File: src/rtl/bkm_slot_bus_master_pkg.sv
// Shared definitions for the BKM slot bus master: command codes, framing bytes,
// card IDs, FSM state encodings and the captured request record.
package bkm_slot_bus_master_pkg;

    localparam logic [7:0] CMD_IRQ     = 8'h02;
    localparam logic [7:0] CMD_INIT    = 8'h10;
    localparam logic [7:0] CMD_ID      = 8'h20;
    localparam logic [7:0] CMD_VIDEO   = 8'h21;
    localparam logic [7:0] CMD_PREPARE = 8'h22;
    localparam logic [7:0] CMD_SERIAL  = 8'h23;
    localparam logic [7:0] CMD_BLIP0   = 8'h30;
    localparam logic [7:0] CMD_BLIP1   = 8'h40;

    localparam logic [7:0] SEL_BYTE     = 8'hFF;
    localparam logic [7:0] CARD_ID_68X  = 8'h88;
    localparam logic [7:0] CARD_ID_62HS = 8'h82;

    localparam logic [2:0] ST_BUSRST = 3'd0;
    localparam logic [2:0] ST_IDLE   = 3'd1;
    localparam logic [2:0] ST_SEL    = 3'd2;
    localparam logic [2:0] ST_CMD    = 3'd3;
    localparam logic [2:0] ST_ADDR   = 3'd4;
    localparam logic [2:0] ST_DATA   = 3'd5;
    localparam logic [2:0] ST_DESEL  = 3'd6;
    localparam logic [2:0] ST_RESP   = 3'd7;

    typedef struct packed {
        logic [7:0]  cmd;
        logic [15:0] addr;
        logic [1:0]  addr_len;
        logic        read;
        logic [7:0]  wdata;
    } req_t;

    // A length code of 3 means two address bytes on this bus.
    function automatic logic [1:0] clamp_len(input logic [1:0] len);
        return (len == 2'd3) ? 2'd2 : len;
    endfunction

endpackage

File: src/rtl/bkm_bus_strobe.sv
// Per-byte strobe timing: LO_CYC cycles of clk_rw low followed by HI_CYC cycles high,
// repeating for as long as run is held.
module bkm_bus_strobe #(
    parameter int LO_CYC = 4,
    parameter int HI_CYC = 4
) (
    input  logic clk_20mhz,
    input  logic reset,
    input  logic run,
    output logic clk_rw,
    output logic first,
    output logic sample,
    output logic done
);
    localparam int CW = $clog2(LO_CYC + HI_CYC);
    localparam logic [CW-1:0] LAST      = CW'(LO_CYC + HI_CYC - 1);
    localparam logic [CW-1:0] SAMPLE_AT = CW'(LO_CYC - 1);
    localparam logic [CW-1:0] HI_START  = CW'(LO_CYC);

    logic [CW-1:0] cnt;
    logic [CW-1:0] cnt_next;

    assign cnt_next = (cnt == LAST) ? '0 : cnt + 1'b1;

    // clk_rw is a flop rather than a decode so the card never sees a glitch on it.
    // NOTE: sequential state uses non-blocking assignments so every flop samples
    // pre-edge values regardless of block ordering.
    always_ff @(posedge clk_20mhz) begin
        if (reset || !run) begin
            cnt    <= '0;
            clk_rw <= 1'b0;
        end else begin
            cnt    <= cnt_next;
            clk_rw <= (cnt_next >= HI_START);
        end
    end

    assign first  = run && (cnt == '0);
    assign sample = run && (cnt == SAMPLE_AT);
    assign done   = run && (cnt == LAST);

endmodule

File: src/rtl/bkm_slot_bus_master.sv
// Monitor-side BKM slot bus initiator: sequences select, command, address, data and
// deselect bytes for one request, runs the card reset and synchronises int_x.
module bkm_slot_bus_master
    import bkm_slot_bus_master_pkg::*;
#(
    parameter int CLK_LO_CYC  = 4,
    parameter int CLK_HI_CYC  = 4,
    parameter int BUS_RST_CYC = 64
) (
    input  logic        clk_20mhz,
    input  logic        reset,
    input  logic        req_valid,
    output logic        req_ready,
    input  logic [7:0]  req_cmd,
    input  logic [15:0] req_addr,
    input  logic [1:0]  req_addr_len,
    input  logic        req_read,
    input  logic [7:0]  req_wdata,
    output logic        rsp_valid,
    output logic [7:0]  rsp_rdata,
    output logic        slot_x,
    output logic        clk_rw,
    output logic        ax_d,
    output logic        r_wx,
    output logic        bus_reset_x,
    output logic [7:0]  bus_data_out,
    output logic        bus_data_oe,
    input  logic [7:0]  bus_data_in,
    input  logic        int_x,
    output logic        irq
);
    localparam int RCW = $clog2(BUS_RST_CYC + 1);
    localparam logic [RCW-1:0] RST_LAST = RCW'(BUS_RST_CYC - 1);

    logic [2:0]     state;
    logic [RCW-1:0] rst_cnt;
    logic           addr_idx;
    req_t           req_q;
    logic           in_bus;
    logic           byte_first;
    logic           byte_sample;
    logic           byte_done;
    logic           int_meta;
    logic           int_sync;

    assign in_bus = (state == ST_SEL) || (state == ST_CMD) || (state == ST_ADDR) ||
                    (state == ST_DATA) || (state == ST_DESEL);

    bkm_bus_strobe #(
        .LO_CYC (CLK_LO_CYC),
        .HI_CYC (CLK_HI_CYC)
    ) u_strobe (
        .clk_20mhz (clk_20mhz),
        .reset     (reset),
        .run       (in_bus),
        .clk_rw    (clk_rw),
        .first     (byte_first),
        .sample    (byte_sample),
        .done      (byte_done)
    );

    always_ff @(posedge clk_20mhz) begin
        if (reset) begin
            state    <= ST_BUSRST;
            rst_cnt  <= '0;
            addr_idx <= 1'b0;
        end else begin
            case (state)
                ST_BUSRST: begin
                    if (rst_cnt == RST_LAST) state <= ST_IDLE;
                    else                     rst_cnt <= rst_cnt + 1'b1;
                end
                ST_IDLE: begin
                    addr_idx <= 1'b0;
                    if (req_valid) state <= ST_SEL;
                end
                ST_SEL:   if (byte_done) state <= ST_CMD;
                ST_CMD:   if (byte_done) state <= (req_q.addr_len == 2'd0) ? ST_DATA : ST_ADDR;
                ST_ADDR: begin
                    if (byte_done) begin
                        if (addr_idx || req_q.addr_len == 2'd1) state <= ST_DATA;
                        else                                    addr_idx <= 1'b1;
                    end
                end
                ST_DATA:  if (byte_done) state <= ST_DESEL;
                ST_DESEL: if (byte_done) state <= ST_RESP;
                ST_RESP:  state <= ST_IDLE;
                default:  state <= ST_BUSRST;
            endcase
        end
    end

    // NOTE: the request record is pure datapath, only read in states that follow a
    // capture, so it carries no reset.
    always_ff @(posedge clk_20mhz) begin
        if (state == ST_IDLE && req_valid) begin
            req_q <= '{cmd:      req_cmd,
                       addr:     req_addr,
                       addr_len: clamp_len(req_addr_len),
                       read:     req_read,
                       wdata:    req_wdata};
        end
    end

    always_ff @(posedge clk_20mhz) begin
        if (reset) begin
            rsp_rdata <= 8'h00;
            int_meta  <= 1'b1;
            int_sync  <= 1'b1;
        end else begin
            if (state == ST_DATA && req_q.read && byte_sample) rsp_rdata <= bus_data_in;
            int_meta <= int_x;
            int_sync <= int_meta;
        end
    end

    // NOTE: every output of this block gets a default first, so no path can infer a latch.
    always_comb begin
        ax_d         = 1'b0;
        r_wx         = 1'b1;
        bus_data_out = SEL_BYTE;
        bus_data_oe  = (state != ST_BUSRST);
        case (state)
            ST_SEL: r_wx = 1'b0;
            ST_CMD: begin
                r_wx         = 1'b0;
                bus_data_out = req_q.cmd;
            end
            ST_ADDR: begin
                r_wx         = 1'b0;
                bus_data_out = addr_idx ? req_q.addr[15:8] : req_q.addr[7:0];
            end
            ST_DATA: begin
                ax_d = 1'b1;
                r_wx = req_q.read;
                if (req_q.read) bus_data_oe  = 1'b0;
                else            bus_data_out = req_q.wdata;
            end
            ST_DESEL: begin
                r_wx = 1'b0;
                // One cycle of bus turnaround so the card releases before we drive.
                if (req_q.read && byte_first) bus_data_oe = 1'b0;
            end
            default: ;
        endcase
    end

    assign req_ready   = (state == ST_IDLE);
    assign rsp_valid   = (state == ST_RESP);
    assign slot_x      = !in_bus;
    assign bus_reset_x = (state != ST_BUSRST);
    assign irq         = !int_sync;

endmodule
File: config.mk
export PLATFORM = sky130hd
export DESIGN_NAME = bkm_slot_bus_master
export DESIGN_NICKNAME = d
export VERILOG_FILES = /design/src/rtl/bkm_slot_bus_master_pkg.sv /design/src/rtl/bkm_bus_strobe.sv /design/src/rtl/bkm_slot_bus_master.sv
export SDC_FILE = /design/constraint.sdc
export NUM_CORES = 1
export LEC_CHECK = 0
export ABC_AREA = 1
export BUFFER_PORTS_ARGS = -buffer_cell sky130_fd_sc_hd__buf_4
export CAP_MARGIN = 40
export CORE_UTILIZATION = 50
export CTS_CLUSTER_SIZE = 14
export DETAILED_ROUTE_END_ITERATION = 10
export PLACE_DENSITY = 0.77
export SETUP_SLACK_MARGIN = 0.05
export SLEW_MARGIN = 20
export SYNTH_ARGS = -nofsm -noshare
export SYNTH_HDL_FRONTEND = slang
export SYNTH_SLANG_ARGS = --single-unit
File: constraint.sdc
create_clock -name clk_20mhz -period 3.4 [get_ports clk_20mhz]
set_input_delay 0.68 -clock clk_20mhz [delete_from_list [all_inputs] [get_ports clk_20mhz]]
set_output_delay 0.68 -clock clk_20mhz [all_outputs]
set_load 0.02 [all_outputs]
==> results of run 1 <==
-- layer usage --
layer	vias up	part of all wire (%)	global-route usage, %
met5	-	0	0
met4	0	1.6	11.1
met3	8	4.9	6.17
met2	61	50	33.9
met1	921	43	26.1
li1	1035	-	-
-- state kept, by name (all words and copies together) (netlist names) --
name             count
addr_idx             1
int_meta             1
int_sync             1
req_q               35
rsp_rdata            8
rst_cnt              7
state                3
u_strobe.clk_rw      1
u_strobe.cnt         2
-- path summary, 6_finish.rpt --
check,cells past startpoint,startpoint,slack [ps],to
worst max-delay path,5,state[2],810,bus_data_out[1]
worst min-delay path,1,int_meta,420,int_sync
worst max register to register,4,state[2],1540,req_q[6]
worst min register to register,1,int_meta,420,int_sync
-- power groups by stage --
stage / combinational, mW / sequential (mW) / clock, mW
floorplan: 0.275 / 0.895 / 0
global placement: 0.397 / 0.902 / 0
finish: 0.408 / 0.890 / 0.634
detailed placement: 0.404 / 0.905 / 0
global route: 0.452 / 0.898 / 0.677
CTS: 0.407 / 0.889 / 0.646
-- worst register-to-register path, stage by stage (launching register included) --
cell     delay (ps)
dfxtp_1         430
nor2_4          170
nand2_1         140
nor2_2          570
buf_12          260
-- metrics by stage --
| step | cells | total power [mW] |
|---|---|---|
| after floorplan | 269 | 1.17 |
| after global placement | 400 | 1.30 |
| final | 416 | 1.93 |
| after global routing | 416 | 2.03 |
| after detailed placement | 400 | 1.31 |
| after CTS | 416 | 1.94 |
-- cell type report --
cell class | count | area, µm²
inverters | 29 | 110
well taps | 67 | 83.8
fillers | 385 | 1480
multi-input cells | 173 | 862
repair buffers | 72 | 553
clock inverters | 7 | 76.3
clock buffers | 9 | 124
flip-flops and latches | 59 | 1530
-- kinds of logic (layout without fill, tap and decap cells) --
kind of cell	count (synthesis)	in the layout
flip-flops	59	59
XOR/XNOR	2	2
adder cells (fa/ha/maj)	6	6
buffers and inverters	37	117
AND/OR/NAND/NOR	137	137
AO/OA/AOI/OAI	28	28
-- cells in the mapped netlist --
cell type and n:
buf_6 3, inv_2 5, inv_1 22, clkinv_2 1
o21a_1 1, nand2_1 71, nand4_4 1, nor2_2 3
clkbuf_1 3, or2_2 3, nor4_1 1, edfxtp_1 35
nand2_2 5, xor2_1 2, nand4_1 11, o21ai_0 18
nor2_4 1, nand3_1 2, buf_2 2, dfxtp_1 24
nor2_1 32, clkinv_1 1, o21ai_1 1, nor3b_1 1
ha_1 6, o221ai_1 1, a21oi_1 7, nor3_1 4
nand3_2 2
==> summary.md, run 1 <==
| Metric | Value |
|---|---|
| Status | `completed` |
| Ranking of synthesized cells by area | `edfxtp_1 (41%), dfxtp_1 (19%), nand2_1 (10%), nor2_1 (4.7%), o21ai_0 (3.5%)` |
| Total clock sinks | `59` |
| Post-synth top area share | `41.1%` |
| Sw frac | `30.4%` |
| Syn Std Cell Area | `0.00256 mm²` |
| GRT Util Overall | `21.2%` |
| Setup ws final | `812 ps` |
| Crit path launch type | `flip-flop` |
| Share of total power in combinational logic | `21.1%` |
| Pre-CTS WS | `1200 ps` |
| Layout area overhead | `30.7%` |
| Syn Inst Count | `269` |
| I/O pins | `72` |
| Grt ovf | `0` |
| Yosys top cell by area | `edfxtp_1` |
| DRT Pass-1 Iters | `4` |
| Die H | `73.5 µm` |
| RD Place Congestion | `0.836` |
| Max VDD drop | `0.521 mV` |
| P_sw | `0.587 mW` |
| Crit Path Class | `reg -> out` |
| Commonest cells after routing, fill and taps aside | `nand2_1 (71), buf_4 (71), edfxtp_1 (35)` |
| Initial antenna violation count | `0` |
| Routed Antenna Nets | `0` |
| Sum of negative setup slack | `0 ps` |
| Vias | `2025` |
| Max cap viols | `0` |
| Final min period | `2590 ps` |
| CP endpoint kind | `primary output` |
| Worst hold path class | `reg -> reg` |
| Worst-margin pin slew | `682 ps` |
| Vias in the first global route | `1904` |
| Mux cell area share after synthesis | `0%` |
| Fin Clk Skew | `5.70 ps` |
| Core area | `0.00482 mm²` |
| Die area | `0.00540 mm²` |
| Avg Cell Area, Syn | `9.50 µm²` |
| Hold-fix buffers at CTS | `0` |
| Sequential group share of total power | `46.1%` |
| CTS max path bufs | `2` |
| Slowest-stage cell, CP | `dfxtp_1` |
| Post_cts resized | `0` |
| Routed wire length | `5.37 mm` |
| Leakage power | `1.41 nW` |
| Final instance area | `0.00334 mm²` |
| Num rows | `25` |
| Adder-Cell Fraction of Synth Area | `2.94%` |
| First-pass GRT wire length | `8.38 mm` |
| Final core occ | `69.4%` |
| Largest net degree at the start of global routing | `23` |
| Routed length per instance | `12.9 µm` |
| Clock share of power | `32.8%` |
| Crit share post-route | `76.1%` |
| Placed inst area | `0.00314 mm²` |
| Mapped Nets | `322` |
| Num CTS Buffers | `9` |
| CTS tree | `yes` |
| Post-CTS setup buffer count | `0` |
| Compound-Gate Fraction of Synth Area | `5.73%` |
| Share of layout cells above drive strength 1 | `31.5%` |
| Clock transition at the registers of the reported paths | `70 ps` |
| Warnings, synthesis | `0` |
| Residual DRC | `0` |
| Antenna cell count | `0` |
| Cell Pwr Density | `578 mW/mm²` |
| Distinct cell type count after synthesis | `29` |
| # H-tree levels | `3` |
| Critical path arrival | `1910 ps` |
| Die width | `73.5 µm` |
| Fin. Hold Viols | `0` |
| Root buffer cell | `clkbuf_8` |
| Relative slew slack | `54.5%` |
| Final Setup Violations | `0` |
| Hold_ws | `424 ps` |
| Buffers added on ports | `71` |
| P_int | `1.35 mW` |
| Fmax | `0.386 GHz` |
| Crit path largest cell delay | `560 ps` |
| Synth Area in Simple Gates | `24.3%` |
| Critical path buffers and inverters | `2` |
| RSZ-0062 raised after global routing | `false` |
| Clk Latency, worst-skew pair | `330 ps` |
| Via density | `4.87` |
| Dpl hpwl | `3.94 mm` |
| Largest family of logic cells by synthesized area | `simple AND/OR/NAND/NOR gates` |
| Data required, critical path | `2720 ps` |
| Delay-heaviest family, CP | `flip-flops` |
| Nets | `397` |
| Sequential fraction of the synthesis area | `59.9%` |
| Xor and xnor area share after synthesis | `0.685%` |
| Starting DRT DRC Count | `150` |
| Initial core utilization | `53.1%` |
| Crit path cell chain | `inv_1, nor2_2, o21ai_0, nand4_1, buf_4` |
| CP max FO | `11` |
| Max Slew Vio Count | `0` |
| Seq cells post-synth | `59` |
Power figures use the tool's default switching activity.
==> inputs of run 2 (changes only) <==
==> constraint.sdc (replaced) <==
create_clock -name clk_20mhz -period 2.6 [get_ports clk_20mhz]
set_input_delay 0.52 -clock clk_20mhz [delete_from_list [all_inputs] [get_ports clk_20mhz]]
set_output_delay 0.52 -clock clk_20mhz [all_outputs]
set_load 0.02 [all_outputs]
==> summary.md, run 2 (synthesis gave the netlist of run 1 again) <==
| Metric | Value |
|---|---|
| Status | `completed` |
| Critical path buffers and inverters | `1 (-1)` |
| CTS tree | `yes` |
| Final core occ | `68.5% (-0.83 points)` |
| Clock transition at the registers of the reported paths | `70 ps (about the same)` |
| Cell Pwr Density | `719 mW/mm² (+24%)` |
| Crit Path Class | `reg -> out` |
| Antenna cell count | `0 (unchanged)` |
| Worst hold path class | `in -> reg` |
| Hold_sp | `req_wdata[1]` |
| Sequential group share of total power | `49.0% (+2.9 points)` |
| Worst-margin pin slew | `436 ps (-246 ps)` |
| Slowest-stage cell, CP | `dfxtp_1` |
| RSZ-0062 raised after global routing | `false` |
| Clock share of power | `28.7% (-4.1 points)` |
| CTS max path bufs | `2 (unchanged)` |
| Final min period | `2310 ps` |
| Setup ws final | `291 ps (-521 ps)` |
| CP endpoint kind | `primary output` |
| Max cap viols | `0 (unchanged)` |
| Reg with most FFs | `req_q` |
| Num CTS Buffers | `9 (unchanged)` |
| Crit share post-route | `88.8%` |
| Routed Antenna Nets | `0 (unchanged)` |
| Largest net degree at the start of global routing | `22 (-4.3%)` |
| Data required, critical path | `2080 ps (-640 ps)` |
| P_int | `1.64 mW (+22%)` |
| Initial core utilization | `53.1% (unchanged)` |
| Sum of negative setup slack | `0 ps (unchanged)` |
| Worst R2R Start | `state[2]` |
| GRT Util Overall | `20.7% (-0.56 points)` |
| Die area | `0.00540 mm² (unchanged)` |
| Buffers added on ports | `71 (unchanged)` |
| Root buffer cell | `clkbuf_8` |
| Biggest regs | `req_q: 35 flops, rsp_rdata: 8 flops, rst_cnt: 7 flops` |
| DRT Pass-1 Iters | `4 (unchanged)` |
| Share of total power in combinational logic | `22.4% (+1.3 points)` |
| Share of layout cells above drive strength 1 | `30.9% (-0.66 points)` |
| Via density | `4.89 (+0.55%)` |
| Clk Latency, worst-skew pair | `330 ps (about the same)` |
| Die H | `73.5 µm (unchanged)` |
| Final instance area | `0.00330 mm² (-1.2%)` |
| Commonest cells after routing, fill and taps aside | `buf_4 (73), nand2_1 (71), edfxtp_1 (35)` |
| Pre-CTS WS | `507 ps (-693 ps)` |
| Routed wire length | `5.26 mm (-2.1%)` |
| Post-CTS setup buffer count | `0 (unchanged)` |
| Fmax | `0.433 GHz` |
| Vias | `2041 (+0.79%)` |
| CP startpoint | `state[1]` |
| Num rows | `25 (unchanged)` |
| Vias in the first global route | `1844 (-3.2%)` |
| First-pass GRT wire length | `8.17 mm (-2.6%)` |
| Nets | `398 (+0.25%)` |
| Layout area overhead | `29.1%` |
| Sw frac | `30.8% (+0.39 points)` |
| Delay-heaviest family, CP | `simple AND/OR/NAND/NOR gates` |
| Initial antenna violation count | `0 (unchanged)` |
| Routed length per instance | `12.6 µm (-2.3%)` |
| Hold-fix buffers at CTS | `0 (unchanged)` |
| CP max FO | `9 (-2)` |
| RD Place Congestion | `0.836 (about the same)` |
| Starting DRT DRC Count | `93 (-38%)` |
| Fin Clk Skew | `9.54 ps (+3.85 ps)` |
| Total clock sinks | `59 (unchanged)` |
| Dpl hpwl | `3.84 mm (-2.4%)` |
| Max VDD drop | `0.551 mV (+5.7%)` |
| Post_cts resized | `0 (unchanged)` |
| Max Slew Vio Count | `0 (unchanged)` |
| Die width | `73.5 µm (unchanged)` |
| Grt ovf | `0 (unchanged)` |
| Relative slew slack | `71.0% (+16 points)` |
| Max reg flops | `35 (unchanged)` |
| Placed inst area | `0.00314 mm² (-0.16%)` |
| Fin. Hold Viols | `0 (unchanged)` |
| P_sw | `0.730 mW (+24%)` |
| Crit path launch type | `flip-flop` |
| Residual DRC | `0 (unchanged)` |
| Final Setup Violations | `0 (unchanged)` |
| Commonest non-fill, non-tap cell in the layout | `buf_4` |
| Core area | `0.00482 mm² (unchanged)` |
| Crit path cell chain | `nand2_2, nor2_2, or2_2, nand4_1, buf_4` |
| # H-tree levels | `3 (unchanged)` |
| Leakage power | `1.39 nW (-1.2%)` |
| Critical path arrival | `1790 ps (-120 ps)` |
| Crit path largest cell delay | `460 ps (-100 ps)` |
| Fill cell count | `406 (+5.5%)` |
| I/O pins | `72 (unchanged)` |
## run 2: worst reg2reg max path, stage by stage, from the launching register on
cell and delay [ps]:
dfxtp_1 550, inv_1 170, nor2_4 300, nand4_4 220, o21ai_0 220, nor2_1 50
## run 2: path summary, 6_finish.rpt
kind	to	slack (ps)	cells past startpoint
hold / removal	req_q[1]	360	1
hold reg to reg	int_sync	420	1
setup / recovery	bus_data_out[4]	290	5
setup reg to reg	rsp_rdata[0]	1000	5
## run 2: final cells by class
cell class                 instances  area [µm²]  share of cell area [%]
clock inverter                     6        32.5                   0.986
clock buffer                      10         128                    3.87
timing repair buffer              73         548                    16.6
sequential                        59        1530                    46.4
inverter                          29         110                    3.34
tap                               67        83.8                    2.54
multi-input combinational        173         867                    26.3
## run 2: power groups by stage
stage | combinational, mW | sequential (mW) | clock [mW]
floorplan | 0.361 | 1.17 | 0
finish | 0.531 | 1.16 | 0.680
detailed placement | 0.530 | 1.18 | 0
CTS | 0.533 | 1.16 | 0.691
global placement | 0.514 | 1.18 | 0
global route | 0.602 | 1.17 | 0.729
## run 2: per-layer routing
metal  track usage (%)  part of all wire, %
met1              26.7                   43
met2              33.9                   51
met3              3.98                  4.9
met4              8.97                  1.3
met5                 0                    0
## run 2: stage by stage
| step | power [mW] | instances | hold WS (ps) |
|---|---|---|---|
| final | 2.37 | 417 | 364 |
| after global routing | 2.50 | 417 | 355 |
| after CTS | 2.39 | 417 | 358 |
| after detailed placement | 1.71 | 401 | 405 |
| after global placement | 1.69 | 401 | 398 |
| after floorplan | 1.53 | 269 | 389 |
